===== src/rtl/divmod_pkg.sv =====
`default_nettype none
// ============================================================================
// Module      : divmod_pkg
// Description : Shared definitions for the iterative divider. This package
//               holds the state encoding, the counter-width helper and the
//               divide-by-zero flag values.
// Revision    : 1.0 - initial release
// ============================================================================
package divmod_pkg;

   // FIX is reachable only when DIVMOD_SIGNED_EN is defined.
   typedef enum logic [1:0] {
      ST_IDLE = 2'd0,
      ST_RUN  = 2'd1,
      ST_FIX  = 2'd2
   } state_t;

   localparam logic c_dz_none = 1'b0;
   localparam logic c_dz_zero = 1'b1;

   // Returns the number of bits needed to hold the iteration count WIDTH/STEP.
   function automatic int cnt_width(input int width, input int step);
      return $clog2(width / step + 1);
   endfunction

endpackage
`default_nettype wire


===== src/rtl/divmod_if.sv =====
`default_nettype none
// ============================================================================
// Module      : divmod_if
// Description : Start/busy/valid handshake and operand/result bundle for the
//               iterative divider. The master modport belongs to the requester
//               and the slave modport belongs to the divider.
// Revision    : 1.0 - initial release
// ============================================================================
interface divmod_if #(
   parameter int WIDTH = 8
);
   import divmod_pkg::*;

   logic             start;
   logic             signed_op;
   logic [WIDTH-1:0] a;
   logic [WIDTH-1:0] b;
   logic             busy;
   logic             valid;
   logic [WIDTH-1:0] q;
   logic [WIDTH-1:0] r;
   logic             dz;

   modport master (
      output start, signed_op, a, b,
      input  busy, valid, q, r, dz
   );

   modport slave (
      input  start, signed_op, a, b,
      output busy, valid, q, r, dz
   );

endinterface
`default_nettype wire


===== src/rtl/divmod_step.sv =====
`default_nettype none
// ============================================================================
// Module      : divmod_step
// Description : One combinational restoring-division step. This step shifts
//               {rem,quo} left by one bit. It subtracts the divisor when the
//               shifted remainder is large enough and records the quotient bit.
// Revision    : 1.0 - initial release
// ============================================================================
module divmod_step
   import divmod_pkg::*;
#(
   parameter int WIDTH = 8
) (
   input  logic [WIDTH-1:0] i_rem,
   input  logic [WIDTH-1:0] i_quo,
   input  logic [WIDTH-1:0] i_div,
   output logic [WIDTH-1:0] o_rem,
   output logic [WIDTH-1:0] o_quo
);

   // The shifted remainder needs one extra bit, so the compare never wraps.
   // The incoming remainder is always below the divisor, so the result fits
   // in WIDTH bits again and the top bit can be dropped.
   logic [WIDTH:0] w_rem_sh;
   logic [WIDTH:0] w_rem_nx;
   logic           w_fits;
   logic           w_unused_msb;

   assign w_rem_sh = {i_rem, i_quo[WIDTH-1]};
   assign w_fits   = (w_rem_sh >= {1'b0, i_div});
   assign w_rem_nx = w_fits ? (w_rem_sh - {1'b0, i_div}) : w_rem_sh;

   assign {w_unused_msb, o_rem} = w_rem_nx;
   assign o_quo = {i_quo[WIDTH-2:0], w_fits};

endmodule
`default_nettype wire


===== src/rtl/divmod_iter.sv =====
`default_nettype none
// ============================================================================
// Module      : divmod_iter
// Description : Iterative restoring divider. It resolves STEP quotient bits
//               per clock and returns the quotient, the remainder and a
//               divide-by-zero flag through a start/busy/valid handshake.
//               Build option: define DIVMOD_SIGNED_EN to honour signed_op.
//               This adds a FIX state that applies the two's-complement
//               result signs.
// Revision    : 1.0 - initial release
// ============================================================================
module divmod_iter
   import divmod_pkg::*;
#(
   parameter int WIDTH = 8,
   parameter int STEP  = 1
) (
   input  logic      clock,
   input  logic      reset,
   divmod_if.slave   bus
);

   localparam int                 c_cnt_w   = cnt_width(WIDTH, STEP);
   localparam logic [c_cnt_w-1:0] c_runs    = c_cnt_w'(WIDTH / STEP);
   localparam logic [c_cnt_w-1:0] c_cnt_one = c_cnt_w'(1);

   if ((STEP < 1) || ((WIDTH % STEP) != 0)) begin : g_bad_step
      $error("divmod_iter: STEP must be a positive divisor of WIDTH");
   end

   state_t           r_state;
   state_t           w_state_nxt;
   logic             w_accept;
   logic             w_done_run;
   logic [WIDTH-1:0] r_rem;
   logic [WIDTH-1:0] r_quo;
   logic [WIDTH-1:0] r_div;
   logic [c_cnt_w-1:0] r_cnt;
   logic             r_dz_pend;
   logic [WIDTH-1:0] r_q;
   logic [WIDTH-1:0] r_r;
   logic             r_dz;
   logic             r_valid;
   logic [WIDTH-1:0] w_a_mag;
   logic [WIDTH-1:0] w_b_mag;

`ifdef DIVMOD_SIGNED_EN
   logic w_a_neg;
   logic w_b_neg;
   logic r_fix;
   logic r_neg_q;
   logic r_neg_r;

   assign w_a_neg = bus.signed_op & bus.a[WIDTH-1];
   assign w_b_neg = bus.signed_op & bus.b[WIDTH-1];
   assign w_a_mag = w_a_neg ? (~bus.a + 1'b1) : bus.a;
   assign w_b_mag = w_b_neg ? (~bus.b + 1'b1) : bus.b;
`else
   logic w_unused_signed;

   assign w_unused_signed = bus.signed_op;
   assign w_a_mag = bus.a;
   assign w_b_mag = bus.b;
`endif

   // Restoring-step chain: STEP steps unrolled per clock.
   logic [WIDTH-1:0] w_rem_ch [STEP+1];
   logic [WIDTH-1:0] w_quo_ch [STEP+1];

   assign w_rem_ch[0] = r_rem;
   assign w_quo_ch[0] = r_quo;

   for (genvar gi = 0; gi < STEP; gi++) begin : g_step
      divmod_step #(
         .WIDTH (WIDTH)
      ) u_step (
         .i_rem (w_rem_ch[gi]),
         .i_quo (w_quo_ch[gi]),
         .i_div (r_div),
         .o_rem (w_rem_ch[gi+1]),
         .o_quo (w_quo_ch[gi+1])
      );
   end

   // State register.
   always_ff @(posedge clock) begin
      if (reset) r_state <= ST_IDLE;
      else       r_state <= w_state_nxt;
   end

   // Next-state logic: accept in IDLE, count down in RUN, optionally sign-fix.
   always_comb begin
      w_state_nxt = r_state;
      w_accept    = 1'b0;
      w_done_run  = 1'b0;
      case (r_state)
         ST_IDLE: begin
            if (bus.start) begin
               w_accept    = 1'b1;
               w_state_nxt = ST_RUN;
            end
         end
         ST_RUN: begin
            if (r_cnt == c_cnt_one) begin
`ifdef DIVMOD_SIGNED_EN
               if (r_fix) begin
                  w_state_nxt = ST_FIX;
               end else begin
                  w_done_run  = 1'b1;
                  w_state_nxt = ST_IDLE;
               end
`else
               w_done_run  = 1'b1;
               w_state_nxt = ST_IDLE;
`endif
            end
         end
`ifdef DIVMOD_SIGNED_EN
         ST_FIX:  w_state_nxt = ST_IDLE;
`endif
         default: w_state_nxt = ST_IDLE;
      endcase
   end

   // Datapath: operand latch, iteration update and result registers.
   always_ff @(posedge clock) begin
      if (reset) begin
         r_rem     <= '0;
         r_quo     <= '0;
         r_div     <= '0;
         r_cnt     <= '0;
         r_dz_pend <= c_dz_none;
         r_q       <= '0;
         r_r       <= '0;
         r_dz      <= c_dz_none;
         r_valid   <= 1'b0;
`ifdef DIVMOD_SIGNED_EN
         r_fix     <= 1'b0;
         r_neg_q   <= 1'b0;
         r_neg_r   <= 1'b0;
`endif
      end else begin
         r_valid <= 1'b0;
         if (w_accept) begin
            r_rem     <= '0;
            r_quo     <= w_a_mag;
            r_div     <= w_b_mag;
            r_cnt     <= c_runs;
            r_dz_pend <= (bus.b == '0) ? c_dz_zero : c_dz_none;
`ifdef DIVMOD_SIGNED_EN
            r_fix     <= bus.signed_op;
            // A zero divisor keeps q = all ones, which already reads as -1.
            r_neg_q   <= (w_a_neg ^ w_b_neg) && (bus.b != '0);
            r_neg_r   <= w_a_neg;
`endif
         end
         if (r_state == ST_RUN) begin
            r_rem <= w_rem_ch[STEP];
            r_quo <= w_quo_ch[STEP];
            r_cnt <= r_cnt - c_cnt_one;
         end
         if (w_done_run) begin
            r_q     <= w_quo_ch[STEP];
            r_r     <= w_rem_ch[STEP];
            r_dz    <= r_dz_pend;
            r_valid <= 1'b1;
         end
`ifdef DIVMOD_SIGNED_EN
         if (r_state == ST_FIX) begin
            r_q     <= r_neg_q ? (~r_quo + 1'b1) : r_quo;
            r_r     <= r_neg_r ? (~r_rem + 1'b1) : r_rem;
            r_dz    <= r_dz_pend;
            r_valid <= 1'b1;
         end
`endif
      end
   end

   assign bus.busy  = (r_state != ST_IDLE);
   assign bus.valid = r_valid;
   assign bus.q     = r_q;
   assign bus.r     = r_r;
   assign bus.dz    = r_dz;

endmodule
`default_nettype wire


===== src/flat_wrapper.sv =====
// flat-port wrapper written by rule: the top's interface ports become plain ports
module divmod_iter_flat import divmod_pkg::*;
#(
   parameter int WIDTH = 8,
   parameter int STEP  = 1
)
  (clock, reset, bus_start, bus_signed_op, bus_a, bus_b, bus_busy, bus_valid, bus_q, bus_r, bus_dz);
  divmod_if #(.WIDTH(WIDTH)) bus_i ();
  input  logic clock;
  input  logic reset;
  input wire logic [$bits(bus_i.start)-1:0] bus_start;
  input wire logic [$bits(bus_i.signed_op)-1:0] bus_signed_op;
  input wire logic [$bits(bus_i.a)-1:0] bus_a;
  input wire logic [$bits(bus_i.b)-1:0] bus_b;
  output wire logic [$bits(bus_i.busy)-1:0] bus_busy;
  output wire logic [$bits(bus_i.valid)-1:0] bus_valid;
  output wire logic [$bits(bus_i.q)-1:0] bus_q;
  output wire logic [$bits(bus_i.r)-1:0] bus_r;
  output wire logic [$bits(bus_i.dz)-1:0] bus_dz;
  assign bus_i.start = bus_start;
  assign bus_i.signed_op = bus_signed_op;
  assign bus_i.a = bus_a;
  assign bus_i.b = bus_b;
  assign bus_busy = bus_i.busy;
  assign bus_valid = bus_i.valid;
  assign bus_q = bus_i.q;
  assign bus_r = bus_i.r;
  assign bus_dz = bus_i.dz;
  divmod_iter #(.WIDTH(WIDTH), .STEP(STEP)) u_core (.clock(clock), .reset(reset), .bus(bus_i));
endmodule

===== config.mk =====
export PLATFORM = sky130hd
export DESIGN_NAME = divmod_iter_flat
export DESIGN_NICKNAME = d
export VERILOG_FILES = /design/src/rtl/divmod_pkg.sv /design/src/rtl/divmod_if.sv /design/src/rtl/divmod_step.sv /design/src/rtl/divmod_iter.sv /design/src/flat_wrapper.sv
export SDC_FILE = /design/constraint.sdc
export NUM_CORES = 1
export LEC_CHECK = 0
export ABC_CLOCK_PERIOD_IN_PS = 2400
export CAP_MARGIN = 15
export CORE_UTILIZATION = 35
export CTS_CLUSTER_DIAMETER = 150
export DETAILED_ROUTE_END_ITERATION = 12
export PLACE_DENSITY = 0.6
export REMOVE_ABC_BUFFERS = 1
export SYNTH_ARGS = -nofsm -noshare
export SYNTH_HDL_FRONTEND = slang
export SYNTH_SLANG_ARGS = --single-unit

===== constraint.sdc =====
create_clock -name clock -period 2.4 [get_ports clock]
set_clock_uncertainty 0.15 [all_clocks]
set_input_delay 0.48 -clock clock [delete_from_list [all_inputs] [get_ports clock]]
set_output_delay 0.48 -clock clock [all_outputs]
set_load 0.005 [all_outputs]

==> impl_metrics.py <==
metrics = {
    "status": {
        "outcome": "completed",
    },
    "power_and_ir_drop": {
        "power_uw": 2090,
        "vdd_drop_max_uv": 362,
        "powerDensity_mw_per_mm2": 735,
        "p_leak_uw": 0.00112,
    },
    "floorplanning": {
        "ios": 39,
        "placementRows": 28,
        "fp.dieH_um": 82.3,
        "core_region_area_mm2": 0.00606,
        "die-area_mm2": 0.00677,
        "die_x_um": 82.3,
        "start_util_pct": 37.2,
    },
    "setup_path": {
        "arrival_ns": 2.24,
        "ff2ff_setup_slack_ns": 0.20,
        "crit_chain": "ha_1, nand3_1, o221a_2, o31a_4, nand4b_1, a32o_1",
        "worstSetupPathDepth": 6,
        "critical_path.max_stage_delay_ns": 0.45,
        "worstSetupPathType": "reg -> reg",
        "cp_data_required_time_ns": 2.44,
        "worst_path_max_delay_cell": "ha_1",
        "cp-end-kind": "register",
        "critPathCapture": "u_core.r_rem[7]$_SDFFE_PP0P_",
        "critPathLaunch": "u_core.r_rem[4]$_SDFFE_PP0P_",
        "reg2reg_from": "u_core.r_rem[4]$_SDFFE_PP0P_",
        "reg2reg_depth": 6,
        "path_max_fanout": 14,
        "critPathTopFamily": "compound AO/OA/AOI/OAI gates",
        "critPathBufInv": 0,
        "reg2reg_to": "u_core.r_rem[7]$_SDFFE_PP0P_",
        "critPathLaunchType": "register",
    },
    "global_route": {
        "overflow": 0,
        "met1_usage_pct": 20.6,
        "grt.busiest_layer": "met2",
        "grt.met2_usage_pct": 24.3,
        "grtUsageMet3_pct": 2.97,
        "grt_pass1_vias": 1704,
        "track_usage_pct": 15.1,
        "grt_max_degree": 22,
        "antenna_found_initial": 0,
        "grt_pass1_wl_um": 7870,
    },
    "clocking": {
        "post-cts-setup-buffers": 0,
        "root_buffer": "clkbuf_8",
        "clk_pin_slew_worst_paths_ns": 0.09,
        "clockBufferDepth": 2,
        "htreeDepth": 2,
        "cts-resized-gates": 0,
        "clk_latency_ns": 0.30,
        "cts_buffers": 5,
        "clock-sinks": 48,
        "cts_tree": "yes",
        "hold_buffers": 0,
    },
    "sta": {
        "slew_headroom_pct": 34.1,
        "tightest_slew_ns": 0.980,
        "fmax_mhz": 455,
        "min_period_ns": 2.20,
        "timing_hold_violations_final": 0,
        "finalMaxSlewViolations": 0,
        "rsz0062_at_grt": "false",
        "finalSetupTns_ns": 0,
        "fin_crit_sh_pct": 91.5,
        "setup_viol": 0,
    },
    "route": {
        "route.detailed.drc": 0,
        "avgRoutedWirePerCell_um": 12.8,
        "vias": 1859,
        "ant_nets": 0,
        "drt_iter0_markers": 68,
        "drt-total-wl_um": 4780,
        "avgViaCountPerCell": 4.97,
        "firstDrtPassIters": 4,
    },
    "synthesis": {
        "synth-main-ff-cell": "dfxtp_1",
        "synth.top_cell.area_share_pct": 42.6,
        "yosysWarnings": 0,
        "synth_area_mm2": 0.00225,
        "async_flop_share_pct": 0,
        "ys_seq_area_share_pct": 42.6,
        "yosys-top-cells-area": "dfxtp_1, mux2i_1, nand2_1",
        "syn_inst": 258,
        "ys_ff_latch": 48,
        "synth_top_cell_by_area": "dfxtp_1",
        "synth_edf_count": 0,
        "avgSynthCellArea_um2": 8.74,
        "synth_cell_type_count": 45,
    },
    "finish": {
        "post-route-util_pct": 47.0,
        "diodes": 0,
        "drive_gt1_share_pct": 8.03,
        "syn_to_final_growth_pct": 26.2,
        "fillerInstances": 621,
        "fin_nets": 329,
    },
    "worst_hold_path": {
        "hold_path.startpoint": "u_core.bus.r[3]$_SDFFE_PP0P_",
        "hold_path.class": "reg -> reg",
    },
    "placed_design": {
        "dpl.hpwl_um": 3590,
        "routabilityCongestion": 0.820,
        "place.port_buffers": 37,
    },
    "run": {
        "maxCapViolations": 0,
    },
}
[cells in the mapped netlist, types with 2 or more instances]
library cell and n:
dfxtp_1 48, nand2_1 34, a21oi_1 21, nor2_1 20, inv_1 16, mux2i_1 13, ha_1 10, a22o_1 8
o21ai_0 8, clkbuf_1 7, nor2b_1 7, nor3_1 6, o21ai_1 6, nand2b_1 5, a211oi_1 4, nand3_1 4
buf_2 3, nor3b_1 3, xnor2_1 3, a32o_1 2, a32oi_1 2, nand3b_1 2, nor4_1 2, o21ai_2 2
o31ai_1 2
[layer usage]
| layer | part of all wire [%] | wire length, um | up-vias |
|---|---|---|---|
| met2 | 43 | 2070 | 37 |
| li1 | - | - | 979 |
| met4 | 1.1 | 52 | 0 |
| met1 | 52 | 2510 | 839 |
| met5 | 0 | 0 | - |
| met3 | 3.2 | 154 | 4 |
[cells by family after synthesis]
family          Yosys count  share of synthesized area (%)
simple gates             86                           17.7
mux                      14                           6.44
flops                    48                           42.6
buf+inv                  29                           5.38
xor+xnor                  4                           1.55
compound gates           66                           19.9
fa+ha+maj                11                           6.44
[worst min path at each step]
stage | end | slack, ns | cells past startpoint
2_1_floorplan | u_core.r_dz_pend$_SDFFE_PP0P_ | 0.28 | 2
3_3_place_gp | u_core.bus.r[1]$_SDFFE_PP0P_ | 0.29 | 2
3_5_place_dp | u_core.bus.r[3]$_SDFFE_PP0P_ | 0.29 | 2
4_1_cts | u_core.bus.r[3]$_SDFFE_PP0P_ | 0.31 | 2
5_1_grt | u_core.bus.r[3]$_SDFFE_PP0P_ | 0.32 | 2
6_report | u_core.bus.r[3]$_SDFFE_PP0P_ | 0.30 | 2
[per-stage QoR]
| stage | area [um2] | std cells | setup WS, ns | hold slack, ns |
|---|---|---|---|---|
| 3_3_place_gp | 2730 | 366 | 0.229 | 0.286 |
| 2_1_floorplan | 2190 | 245 | 0.382 | 0.280 |
| 5_1_grt | 2850 | 374 | 0.0202 | 0.325 |
| 3_5_place_dp | 2730 | 366 | 0.209 | 0.295 |
| 6_report | 2850 | 374 | 0.203 | 0.300 |
| 4_1_cts | 2850 | 374 | 0.201 | 0.308 |
[power by group]
part / internal, uW / switching [uW]
Combinational: 281 / 313
Clock: 341 / 273
Sequential: 844 / 40.2
[final cells by class]
type / instances / area (um2) / area share, %
flip-flops and latches: 48 / 961 / 33.8
well taps: 75 / 93.8 / 3.30
inverters: 16 / 60.1 / 2.11
clock buffers: 6 / 82.6 / 2.90
clock inverters: 2 / 38.8 / 1.36
multi-input cells: 181 / 1170 / 41.2
repair buffers: 46 / 438 / 15.4
[layout by cell type (no fill, tap or decap), drive strengths merged, types with 2 or more instances in the layout]
cell type / n
nor4: 2
o31a: 2
nand3: 4
o21ai: 16
clkdlybuf4s50: 37
nor3b: 3
nor2b: 7
buf: 9
inv: 16
mux2i: 13
a32oi: 2
ha: 10
a211oi: 4
dfxtp: 48
a21oi: 21
nand2b: 5
a32o: 2
nor2: 20
xnor2: 3
nand3b: 2
nor3: 6
clkbuf: 6
o31ai: 2
nand2: 34
a22o: 8
[state kept, by name, summed over array words and instances (netlist names)]
name,flops
u_core.r_rem,8
u_core.bus.r,8
u_core.bus.q,8
u_core.bus.valid,1
u_core.r_quo,8
u_core.r_state,1
u_core.r_div,8
u_core.r_dz_pend,1
u_core.bus.dz,1
u_core.r_cnt,4
[tightest hold or removal path, cell delays in order (launching register included)]
cell and delay, ns:
dfxtp_1 0.32, nand2_1 0.05, o21ai_1 0.05
No activity file was read; power rests on OpenSTA's default activity.
==> variant 1, RTL diff (same flow settings) <==
`WIDTH` is set to 8 in 4 places; all go to 10.
--- a/src/rtl/divmod_if.sv
+++ b/src/rtl/divmod_if.sv
@@ -8,5 +8,5 @@
 // ============================================================================
 interface divmod_if #(
-   parameter int WIDTH = 8
+   parameter int WIDTH = 10
 );
    import divmod_pkg::*;
--- a/src/rtl/divmod_step.sv
+++ b/src/rtl/divmod_step.sv
@@ -10,5 +10,5 @@
    import divmod_pkg::*;
 #(
-   parameter int WIDTH = 8
+   parameter int WIDTH = 10
 ) (
    input  logic [WIDTH-1:0] i_rem,
--- a/src/rtl/divmod_iter.sv
+++ b/src/rtl/divmod_iter.sv
@@ -13,5 +13,5 @@
    import divmod_pkg::*;
 #(
-   parameter int WIDTH = 8,
+   parameter int WIDTH = 10,
    parameter int STEP  = 1
 ) (
--- a/src/flat_wrapper.sv
+++ b/src/flat_wrapper.sv
@@ -2,5 +2,5 @@
 module divmod_iter_flat import divmod_pkg::*;
 #(
-   parameter int WIDTH = 8,
+   parameter int WIDTH = 10,
    parameter int STEP  = 1
 )
Ports: changed (resized bus_a, bus_b, bus_q and bus_r); port bits go from 39 to 47. No check against the original RTL was run, so the function may have changed too.
==> variant 1 against the unedited design <==
- global-route usage is 0.66 points higher
- setup slack worse by 0.094 ns
- synthesized area is 24% higher
- sequential cell count is 10 higher
- utilization is 1.9 points higher
- routed wire length is 33% higher
- first-iteration DRC count is 43% higher
- sequential share of layout area is 3.0 points lower
- cell area is 33% higher
Power is not compared: it rests on default switching activity, and its combinational part moved more than twofold at a synthesized area within 25%.
==> variant 1: results (changes against the unedited design) <==
| Step | Quantity | Value | Change |
| --- | --- | --- | --- |
| outcome | Outcome | completed | unchanged |
| routing | Routed wire length | 6.34 mm | was 4.78 mm |
| place | Placement Cell Area | 3480 sq um | was 2730 sq um |
| cts | Worst-case clock buffer depth | 2 | unchanged |
| hold path | Beginning of the worst hold path | u_core.bus.q[2] | was u_core.bus.r[3] |
| routing | Via count | 2501 | was 1859 |
| global routing | Wire length of the first global-routing pass | 10.5 mm | was 7.87 mm |
| global routing | Met1 track demand over resource | 0.214 | was 0.206 |
| place | Placed Instances | 497 | was 366 |
| logic synthesis | Count of synthesis-stage warnings from yosys | 0 | unchanged |
| timing | Slew @ Worst Pin | 0.639 ns | was 0.980 ns |
| cts | Clock-pin slew of the registers on the worst-case setup and hold paths | 0.06 ns | was 0.09 ns |
| setup path | Max FO, Critical Path | 8 | was 14 |
| logic synthesis | Cells taking the most area after synthesis | sky130_fd_sc_hd__dfxtp_1 41%, sky130_fd_sc_hd__nand2_1 7.6%, sky130_fd_sc_hd__a21oi_1 6.8% | was sky130_fd_sc_hd__dfxtp_1 43%, sky130_fd_sc_hd__mux2i_1 5.8%, sky130_fd_sc_hd__nand2_1 5.7% |
| place | HPWL after detailed placement | 4.69 mm | was 3.59 mm |
| logic synthesis | Most instantiated cells after synthesis | 58 x sky130_fd_sc_hd__dfxtp_1, 57 x sky130_fd_sc_hd__nand2_1, 38 x sky130_fd_sc_hd__a21oi_1 | was 48 x sky130_fd_sc_hd__dfxtp_1, 34 x sky130_fd_sc_hd__nand2_1, 21 x sky130_fd_sc_hd__a21oi_1 |
| global routing | Met2 global-route usage | 0.242 | was 0.243 |
| global routing | Met3 usage in global routing | 0.0360 | was 0.0297 |
| setup path | Worst r2r path cells | 8 | was 6 |
| logic synthesis | Count of different cell masters after synthesis | 42 | was 45 |
| place | DP Worst Slack | -0.0484 ns | was 0.209 ns |
| cts | Post-CTS setup repair buffer count | 0 | unchanged |
| global routing | All-Layer GR Usage | 0.158 | was 0.151 |
| global routing | Vias in the first global route | 2312 | was 1704 |
| cts | H-tree depth reported by CTS | 3 | was 2 |
| power | Lkg Pwr | 1.45 nW |  |
| hold path | Type of the tightest min-delay check | register to register | unchanged |
| global routing | Maximum number of pins on one net before global-route repair | 26 | was 22 |
| cts | Insertion delay to the later sink of the worst-skew pair | 0.33 ns | was 0.30 ns |
| place | Count of buffers from port buffering | 45 | was 37 |
| routing | Initial detailed-routing violation count | 97 | was 68 |
| setup path | Data arrival time at the worst-slack endpoint | 2.40 ns | was 2.24 ns |
| logic synthesis | Post-Syn Instances | 347 | was 258 |
| place | Weighted congestion at the end of routability-driven global placement | 0.920 | was 0.820 |
| final layout | Proportion of layout cells with a drive suffix above 1 | 0.139 | was 0.0803 |
| logic synthesis | Sequential share of the synthesized area | 0.414 | was 0.426 |
| routing | Average routed wire per standard cell | 12.4 microns | was 12.8 microns |
| final layout | Number of fillers in the final layout | 749 | was 621 |
| cts | TritonCTS Buffers | 9 | was 5 |
| final layout | Number of nets in the final layout | 443 | was 329 |
## variant 1: kinds of logic after synthesis
family / share of synthesized area
AOI/OAI and AO/OA: 0.200
xor gates and xnor gates: 0.0156
adders and majority gates: 0.0607
buffers and inverters: 0.0549
DFF: 0.414
muxes: 0.0535
and+or+nand+nor: 0.201
## variant 1: per-stage QoR
stage / TNS [ns] / power, mW / utilization
finish: 0 / 4.83 / 0.489
global route: 0 / 5.15 / 0.489
CTS: -0.213 / 4.49 / 0.477
detailed placement: -0.114 / 3.50 / 0.450
global placement: -0.0439 / 3.45 / 0.450
floorplan: 0 / 2.67 / -
## variant 1: metal layers
metal | routed length [microns] | share of wire
met1 | 3320 | 0.52
met2 | 2670 | 0.42
met3 | 246 | 0.039
met4 | 100 | 0.016
met5 | 0 | 0
## variant 1: where the power goes
group / internal, mW / switching, mW
Combinational: 1.34 / 1.37
Clock: 0.557 / 0.369
Sequential: 1.08 / 0.120
## variant 1: layout make-up
type	instances	area share
inverter	19	0.0189
sequential	58	0.308
tap	102	0.0338
clock inverter	2	0.00927
multi-input combinational	250	0.419
timing repair buffer	68	0.167
clock buffer	13	0.0447
## variant 1: path summary, 6_finish.rpt
| path | endpoint | slack [ns] |
|---|---|---|
| setup reg to reg | u_core.bus.r[6] | 0.11 |
| setup / recovery | u_core.bus.r[6] | 0.11 |
| hold / removal | u_core.bus.q[2] | 0.30 |
| hold reg to reg | u_core.bus.q[2] | 0.30 |
## variant 1: critical path, stage by stage, from the launching register on
cell	delay [ns]
sky130_fd_sc_hd__dfxtp_1	0.35
sky130_fd_sc_hd__ha_1	0.32
sky130_fd_sc_hd__o21ai_2	0.06
sky130_fd_sc_hd__a2111oi_2	0.35
sky130_fd_sc_hd__o31ai_1	0.12
sky130_fd_sc_hd__buf_4	0.18
sky130_fd_sc_hd__and2_4	0.19
sky130_fd_sc_hd__o31a_1	0.31
sky130_fd_sc_hd__a211oi_2	0.17
## variant 1: what timing repair did
item,4_1_cts,5_1_grt
pin swaps,0,3
resized for setup,2,20
endpoints found under the setup margin,11,17
gates cloned,0,0
==> variant 2, RTL diff (same flow settings) <==
Made on the original files. Encoding of `state_t`: now one-hot (3 bits for 3 states).
--- a/src/rtl/divmod_pkg.sv
+++ b/src/rtl/divmod_pkg.sv
@@ -10,8 +10,8 @@
 
    // FIX is reachable only when DIVMOD_SIGNED_EN is defined.
-   typedef enum logic [1:0] {
-      ST_IDLE = 2'd0,
-      ST_RUN  = 2'd1,
-      ST_FIX  = 2'd2
+   typedef enum logic [2:0] {
+      ST_IDLE = 3'b001,
+      ST_RUN  = 3'b010,
+      ST_FIX  = 3'b100
    } state_t;
 
Function: no difference found for any inputs over 10 cycles, from zero or initial values and one cycle with reset high; not proved beyond that.
==> variant 2 against the unedited design <==
- the run now ends with DRC left
- combinational power shrank 39%
- total power shrank 19%
- synthesized area increased by 6.4%
- global-route usage rose by 1.7 points
- sequential cell count grew 1
- synthesized cell count increased by 18%
- count of clock-buffer cells in the layout stayed put
- setup slack got worse by 0.051 ns
- cell area grew 4.9%
- sequential share of layout area fell by 0.90 points
- die area rose by 6.3%
- routed wire length up 19%
- critical path type unchanged
==> variant 2: results (changes against the unedited design) <==
| Step | Quantity | Value | Change |
| --- | --- | --- | --- |
| outcome | Failing checks | DRC |  |
| global routing | Maximum number of pins on one net before global-route repair | 32 | was 22 |
| power | Power consumed by sequential cells | 0.857 mW | was 0.884 mW |
| setup path | Max FO, Critical Path | 16 | was 14 |
| final layout | FF+latch area | 981 sq um | was 961 sq um |
| outcome | Outcome | complete, but fails checks | was completed |
| final layout | Core utilization of the finished layout | 0.460 | was 0.470 |
| routing | Remaining design rule violation count | 2 | was 0 |
| global routing | Met3 usage in global routing | 0.0383 | was 0.0297 |
| setup path | Critical R2R Launch | u_core.r_div[4] | was u_core.r_rem[4] |
| setup path | Register-to-register setup slack | 0.15 ns | was 0.20 ns |
| global routing | Wire length of the first global-routing pass | 9.60 mm | was 7.87 mm |
| routing | Number of optimization iterations in the first detailed-route pass | 8 | was 4 |
| routing | Initial detailed-routing violation count | 99 | was 68 |
| logic synthesis | Post-Syn Instances | 304 | was 258 |
| final layout | Non-clk invs | 15 | was 16 |
| routing | Post-detailed-route via-to-cell ratio | 5.39 | was 4.97 |
| global routing | Met1 track demand over resource | 0.241 | was 0.206 |
| power | Highest ir drop seen on vdd | 0.291 mV | was 0.362 mV |
| final layout | Number of ordinary and repair buffers in the finished layout | 49 | was 46 |
| setup path | Worst r2r path cells | 7 | was 6 |
| timing | Period utilization | 0.937 | was 0.915 |
| global routing | All-Layer GR Usage | 0.169 | was 0.151 |
| final layout | Proportion of layout cells with a drive suffix above 1 | 0.0758 | was 0.0803 |
| routing | Routed wire length | 5.68 mm | was 4.78 mm |
[variant 2: cell count changes in the layout (fill, tap and decap cells not counted), moves of 5 or more]
| cell | before | now |
|---|---|---|
| sky130_fd_sc_hd__a22oi_1 | 0 | 8 |
| sky130_fd_sc_hd__o211ai_1 | 1 | 7 |
| sky130_fd_sc_hd__a22o_1 | 8 | 0 |
| sky130_fd_sc_hd__nand2_1 | 34 | 53 |
| sky130_fd_sc_hd__a311oi_1 | 1 | 8 |
| sky130_fd_sc_hd__nor2b_1 | 7 | 2 |
| sky130_fd_sc_hd__a21oi_1 | 21 | 36 |
| sky130_fd_sc_hd__mux2i_1 | 13 | 0 |
| sky130_fd_sc_hd__nand3_1 | 4 | 11 |
[variant 2: cells by family after synthesis]
| kind of cell | share of synthesized area |
|---|---|
| flip-flops | 0.409 |
| buffers and inverters | 0.0542 |
| adder cells (fa/ha/maj) | 0.0605 |
| AND/OR/NAND/NOR | 0.229 |
| XOR/XNOR | 0.0110 |
| AO/OA/AOI/OAI | 0.237 |
